File: src/rtl/fetch_queue_if.sv
// Fetch-stage bundle: instruction-memory request/response channel,
// redirect input from EX/CSR, and the IF/ID-facing head of the fetch FIFO.
// The master side belongs to the fetch stage; the slave side belongs to
// memory / downstream.
interface fetch_queue_if #(
  parameter int DEPTH = 4
);
  localparam int CW = $clog2(DEPTH) + 1;

  logic          imem_req_valid;
  logic          imem_req_ready;
  logic [31:0]   imem_req_addr;
  logic          imem_rsp_valid;
  logic [31:0]   imem_rsp_data;
  logic          redirect_valid;
  logic [31:0]   redirect_pc;
  logic          id_ready;
  logic          id_valid;
  logic [31:0]   id_instr;
  logic [31:0]   id_pc;
  logic [CW-1:0] fq_count;

  modport master (
    output imem_req_valid, imem_req_addr,
    input  imem_req_ready,
    input  imem_rsp_valid, imem_rsp_data,
    input  redirect_valid, redirect_pc,
    input  id_ready,
    output id_valid, id_instr, id_pc, fq_count
  );

  modport slave (
    input  imem_req_valid, imem_req_addr,
    output imem_req_ready,
    output imem_rsp_valid, imem_rsp_data,
    output redirect_valid, redirect_pc,
    output id_ready,
    input  id_valid, id_instr, id_pc, fq_count
  );
endinterface

File: src/rtl/fetch_queue.sv
// Instruction fetch stage. Issues sequential word-aligned fetches under a
// credit limit (FIFO occupancy + outstanding requests <= DEPTH), buffers
// in-order responses tagged with their PC, and on redirect flushes the FIFO
// and drops every response still in flight from before the redirect.
module fetch_queue #(
  parameter logic [31:0] RESET_PC = 32'h0000_0000,
  parameter int          DEPTH    = 4
) (
  input logic        clk,
  input logic        rst,
  fetch_queue_if.master fq
);
  localparam int            AW      = $clog2(DEPTH);
  localparam int            CW      = AW + 1;
  localparam logic [CW:0]   CREDITS = (CW+1)'(DEPTH);
  localparam logic [31:0]   NOP     = 32'h0000_0013;

  logic [31:0]   mem_pc    [DEPTH];
  logic [31:0]   mem_instr [DEPTH];
  logic [AW-1:0] rd_ptr, wr_ptr;
  logic [CW-1:0] count, outstanding, discard;
  logic [31:0]   fetch_pc, rsp_pc, pc_hold;

  logic          empty, redirect;
  logic          req_valid, req_fire, rsp_fire, push, pop;
  logic [CW:0]   credit_used;

  // Handshake qualification; redirect voids any same-cycle push or pop.
  always_comb begin
    empty       = (count == '0);
    redirect    = fq.redirect_valid;
    credit_used = {1'b0, count} + {1'b0, outstanding};
    req_valid   = !rst && !redirect && (credit_used < CREDITS);
    req_fire    = req_valid && fq.imem_req_ready;
    rsp_fire    = fq.imem_rsp_valid && (outstanding != '0);
    push        = rsp_fire && (discard == '0) && !redirect;
    pop         = !empty && fq.id_ready && !redirect;
  end

  assign fq.imem_req_valid = req_valid;
  assign fq.imem_req_addr  = fetch_pc;
  assign fq.id_valid       = !empty;
  assign fq.id_instr       = empty ? NOP     : mem_instr[rd_ptr];
  assign fq.id_pc          = empty ? pc_hold : mem_pc[rd_ptr];
  assign fq.fq_count       = count;

  // FIFO storage; a push into the slot being popped is safe because the
  // head is read combinationally before the edge.
  always_ff @(posedge clk) begin
    if (!rst && push) begin
      mem_pc[wr_ptr]    <= rsp_pc;
      mem_instr[wr_ptr] <= fq.imem_rsp_data;
    end
  end

  // Pointers, occupancy, request/discard credits and fetch/response PCs.
  always_ff @(posedge clk) begin
    if (rst) begin
      rd_ptr      <= '0;
      wr_ptr      <= '0;
      count       <= '0;
      outstanding <= '0;
      discard     <= '0;
      fetch_pc    <= RESET_PC;
      rsp_pc      <= RESET_PC;
    end else if (redirect) begin
      // Everything still in flight after this edge predates the redirect.
      rd_ptr      <= '0;
      wr_ptr      <= '0;
      count       <= '0;
      outstanding <= outstanding - CW'(rsp_fire);
      discard     <= outstanding - CW'(rsp_fire);
      fetch_pc    <= {fq.redirect_pc[31:2], 2'b00};
      rsp_pc      <= {fq.redirect_pc[31:2], 2'b00};
    end else begin
      if (push) wr_ptr <= wr_ptr + AW'(1);
      if (pop)  rd_ptr <= rd_ptr + AW'(1);
      count       <= count + CW'(push) - CW'(pop);
      outstanding <= outstanding + CW'(req_fire) - CW'(rsp_fire);
      if (req_fire) fetch_pc <= fetch_pc + 32'd4;
      if (push)     rsp_pc   <= rsp_pc + 32'd4;
      if (rsp_fire && (discard != '0)) discard <= discard - CW'(1);
    end
  end

  // Remember the last presented PC so id_pc stays put while empty.
  always_ff @(posedge clk) begin
    if (rst)
      pc_hold <= 32'h0;
    else if (!empty)
      pc_hold <= mem_pc[rd_ptr];
  end
endmodule

File: src/flat_wrapper.sv
// flat-port wrapper written by rule: the top's interface ports become plain ports
module fetch_queue_flat 
#(
  parameter logic [31:0] RESET_PC = 32'h0000_0000,
  parameter int          DEPTH    = 4
)
  (clk, rst, fq_imem_req_valid, fq_imem_req_addr, fq_imem_req_ready, fq_imem_rsp_valid, fq_imem_rsp_data, fq_redirect_valid, fq_redirect_pc, fq_id_ready, fq_id_valid, fq_id_instr, fq_id_pc, fq_fq_count);
  fetch_queue_if #(.DEPTH(DEPTH)) fq_i ();
  input logic clk;
  input logic rst;
  output wire logic [$bits(fq_i.imem_req_valid)-1:0] fq_imem_req_valid;
  output wire logic [$bits(fq_i.imem_req_addr)-1:0] fq_imem_req_addr;
  input wire logic [$bits(fq_i.imem_req_ready)-1:0] fq_imem_req_ready;
  input wire logic [$bits(fq_i.imem_rsp_valid)-1:0] fq_imem_rsp_valid;
  input wire logic [$bits(fq_i.imem_rsp_data)-1:0] fq_imem_rsp_data;
  input wire logic [$bits(fq_i.redirect_valid)-1:0] fq_redirect_valid;
  input wire logic [$bits(fq_i.redirect_pc)-1:0] fq_redirect_pc;
  input wire logic [$bits(fq_i.id_ready)-1:0] fq_id_ready;
  output wire logic [$bits(fq_i.id_valid)-1:0] fq_id_valid;
  output wire logic [$bits(fq_i.id_instr)-1:0] fq_id_instr;
  output wire logic [$bits(fq_i.id_pc)-1:0] fq_id_pc;
  output wire logic [$bits(fq_i.fq_count)-1:0] fq_fq_count;
  assign fq_imem_req_valid = fq_i.imem_req_valid;
  assign fq_imem_req_addr = fq_i.imem_req_addr;
  assign fq_i.imem_req_ready = fq_imem_req_ready;
  assign fq_i.imem_rsp_valid = fq_imem_rsp_valid;
  assign fq_i.imem_rsp_data = fq_imem_rsp_data;
  assign fq_i.redirect_valid = fq_redirect_valid;
  assign fq_i.redirect_pc = fq_redirect_pc;
  assign fq_i.id_ready = fq_id_ready;
  assign fq_id_valid = fq_i.id_valid;
  assign fq_id_instr = fq_i.id_instr;
  assign fq_id_pc = fq_i.id_pc;
  assign fq_fq_count = fq_i.fq_count;
  fetch_queue #(.RESET_PC(RESET_PC), .DEPTH(DEPTH)) u_core (.clk(clk), .rst(rst), .fq(fq_i));
endmodule
File: config.mk
export PLATFORM = sky130hd
export DESIGN_NAME = fetch_queue_flat
export DESIGN_NICKNAME = d
export VERILOG_FILES = /design/src/rtl/fetch_queue_if.sv /design/src/rtl/fetch_queue.sv /design/src/flat_wrapper.sv
export SDC_FILE = /design/constraint.sdc
export NUM_CORES = 1
export LEC_CHECK = 0
export CAP_MARGIN = 20
export CORE_MARGIN = 1
export CORE_UTILIZATION = 45
export DETAILED_ROUTE_END_ITERATION = 10
export PLACE_DENSITY = 0.78
export SYNTH_ARGS = -nofsm -noshare
export SYNTH_HDL_FRONTEND = slang
export SYNTH_SLANG_ARGS = --single-unit
File: constraint.sdc
create_clock -name clk -period 3.75 [get_ports clk]
set_clock_uncertainty 0.05 [all_clocks]
set_input_delay 0.9375 -clock clk [delete_from_list [all_inputs] [get_ports clk]]
set_output_delay 0.9375 -clock clk [all_outputs]
set_load 0.01 [all_outputs]
==> metrics.md <==
| Metric | Value |
|---|---|
| Status | `completed` |
| Setup TNS after final layout | `0 ns` |
| Worst skew pair latency | `0.51 ns` |
| Crit. End Element | `output port` |
| Syn Area/Cell | `14.33 µm²` |
| Setup crit start kind | `flip-flop` |
| Mapped cell area | `0.01468 mm²` |
| Vias in the first global route | `8847` |
| Starting Density | `0.4615` |
| Post-layout util | `0.5703` |
| Port bufs | `166` |
| Synth cell types | `61` |
| Top post-synthesis cells by count | `248 x edfxtp_1, 124 x nand2_1, 107 x dfxtp_1` |
| H-tree levels | `2` |
| RSZ-0062 raised after global routing | `no` |
| Final setup violating endpoints | `0` |
| Yosys warnings | `0` |
| Top-Level Pins | `171` |
| Global-route wire length before repair | `48280 µm` |
| Reg area | `0.009594 mm²` |
| Actual slew at the worst max-slew pin | `0.8384 ns` |
| Cts hold-fix bufs | `0` |
| Synthesized flop and latch total | `355` |
| Root buffer cell | `clkbuf_16` |
| RR Endpoint | `u_core.fq.fq_count[2]$_SDFF_PP0_` |
| CTS tree | `built` |
| Minimum clock period after layout | `3.551 ns` |
| Worst VDD drop | `334.4 µV` |
| Largest net degree at the start of global routing | `63` |
| Post-DR wirelength/cell | `18.55 µm` |
| Worst Hold Class | `flip-flop to flip-flop` |
| Power Dens Cells | `490.1 mW/mm²` |
| 1st-iter DRT viols | `566` |
| DR vias/cell | `5.284` |
| CP Class | `flip-flop to output port` |
| CTS Buf Count | `38` |
| Setup ws final | `0.1986 ns` |
| Max Freq | `0.2816 GHz` |
| Die Span X | `182.6 µm` |
| WHS Endpoint | `u_core.pc_hold[0]$_SDFF_PP0_` |
| R2R setup slack | `0.95 ns` |
| Initial antenna violation count | `0` |
| Die height | `182.6 µm` |
| GRT Total Usage | `0.1872` |
| Top cells by area, synth | `edfxtp_1 51%, dfxtp_1 15%, mux4_2 9.5%` |
| Reg2reg start | `u_core.fq.fq_count[1]$_SDFF_PP0_` |
| Layout Nets | `1291` |
| Async SR Flop Fraction | `0` |
| Filler cells | `2454` |
| Most common cell in the synthesized netlist | `edfxtp_1` |
| Final Routed Wirelength | `30930 µm` |
| Worst min-delay path startpoint | `u_core.pc_hold[0]$_SDFF_PP0_` |
| Area of the multi-input gates | `0.004697 mm²` |
| GRT met1 Usage | `0.2567` |
| Final Hold Viols | `0` |
| Placed Cells | `1598` |
| Met3 usage | `0.03393` |
| Layout area overhead | `23.57%` |
| Grt peak-use layer | `met2` |
| Pre-CTS setup slack | `0.3799 ns` |
| Cells on Worst Hold Path | `1` |
| Core Region | `0.03180 mm²` |
| Hold slack final | `0.4241 ns` |
| CTS sink cnt | `355` |
| Reg clk slew, reported paths | `0.06 ns` |
| GR Util met2 | `0.3034` |
| Die ar. | `0.03334 mm²` |
| Max Root-Sink Buffers | `3` |
| Layout cell share with drive strength beyond 1 | `0.1396` |
| Antenna cell count | `0` |
| DR vias | `8808` |
| CP arrival | `2.56 ns` |
| Cell taking the most area after synthesis | `edfxtp_1` |
| GPL Wtd Cong | `0.8603` |
| Slew HR | `0.4380` |
| DRC Markers | `0` |
| Final Non-Filler Cells | `1667` |
| Share of the synthesized area in the top cell type | `0.5075` |
| Post-Synthesis Cells | `1024` |
| Post-synth EDFFs | `248` |
| Grt ovf | `0` |
| Final ANT Viol Nets | `0` |
| Register area share after synthesis | `0.6534` |
| # rows | `65` |
| Critical Path Fanout Max | `6` |
| Critical Path RT | `2.76 ns` |
| First-pass iteration count of the detailed router | `5` |
| Synth Flop Type | `edfxtp_1` |
| Fin. max-slew vios | `0` |
| Max-Cap Viols | `0` |
| CTS resizes | `0` |
| Final period utilization | `0.9470` |
| Worst r2r path cells | `12` |
| Final HPWL DP | `19690 µm` |
| Leakage | `6.161 nW` |
| Setup Buffers After CTS | `0` |
==> cells by family after synthesis <==
kind of cell,after synthesis,share of synthesized area
flops,355,0.6534
simple gates,325,0.1227
compound gates,107,0.04945
buf+inv,97,0.02745
mux,62,0.09515
xor+xnor,59,0.03521
fa+ha+maj,18,0.01637
other cells,1,0.0002555
==> flip-flops by register name, summed over array words and instances, names as in the netlist, named ones only <==
register                 count
u_core.mem_instr           128
u_core.mem_pc              120
u_core.pc_hold              32
u_core.fq.imem_req_addr     30
u_core.rsp_pc               30
u_core.discard               3
u_core.fq.fq_count           3
u_core.outstanding           3
u_core.rd_ptr                2
u_core.wr_ptr                2
==> area by class of cell <==
cell class                 count  share of cell area
inverter                      45            0.009314
clock buffer                  57             0.06147
timing repair buffer         190              0.1061
multi-input combinational    573              0.2590
tap                          435             0.03001
sequential                   355              0.5290
clock inverter                12            0.005037
==> critical path: stages, from the launching register on <==
cell,delay [ns]
dfxtp_1,0.47
ha_1,0.32
nor3_1,0.44
and3_1,0.27
clkdlybuf4s50_1,0.55
==> per-layer routing <==
| metal | part of all wire | up-vias | wire [µm] |
|---|---|---|---|
| met5 | 0 | - | 0 |
| met4 | 0.019 | 0 | 594 |
| met3 | 0.074 | 48 | 2303 |
| met2 | 0.47 | 341 | 14630 |
| met1 | 0.43 | 4302 | 13400 |
| li1 | - | 4117 | - |
==> per-stage QoR <==
| step | total power, mW | cell area [µm²] |
|---|---|---|
| 2_1_floorplan | 4.980 | 14680 |
| 3_3_place_gp | 5.369 | 16930 |
| 3_5_place_dp | 5.397 | 16930 |
| 4_1_cts | 8.974 | 18130 |
| 5_1_grt | 9.217 | 18130 |
| 6_report | 8.888 | 18130 |
==> cell usage in the layout (no fill, tap or decap), types with 13 or more instances in the layout <==
cell	n
edfxtp_1	248
clkdlybuf4s50_1	165
nand2_1	124
dfxtp_1	105
mux4_2	62
and2_1	55
inv_1	44
a21boi_0	42
clkbuf_16	40
xnor2_1	36
a21oi_1	31
nor2_1	29
nand3_1	26
xor2_1	23
buf_4	17
ha_1	16
nor2b_1	13
==> how the worst max path moves through the flow <==
stage | start | to
floorplan | fq_redirect_valid | u_core.mem_instr[0][0]$_DFFE_PP_
global placement | fq_redirect_valid | fq_imem_req_valid
detailed placement | fq_redirect_valid | u_core.outstanding[2]$_SDFF_PP0_
CTS | u_core.fq.fq_count[1]$_SDFF_PP0_ | fq_id_pc[7]
global route | u_core.fq.fq_count[1]$_SDFF_PP0_ | fq_id_pc[7]
finish | u_core.outstanding[2]$_SDFF_PP0_ | fq_imem_req_valid
==> where the power goes <==
group	internal (mW)	total, mW	switching [mW]
logic	0.429	0.860	0.431
clock network	2.13	3.58	1.45
registers	4.33	4.45	0.125
(Power assumes the default switching activity.)
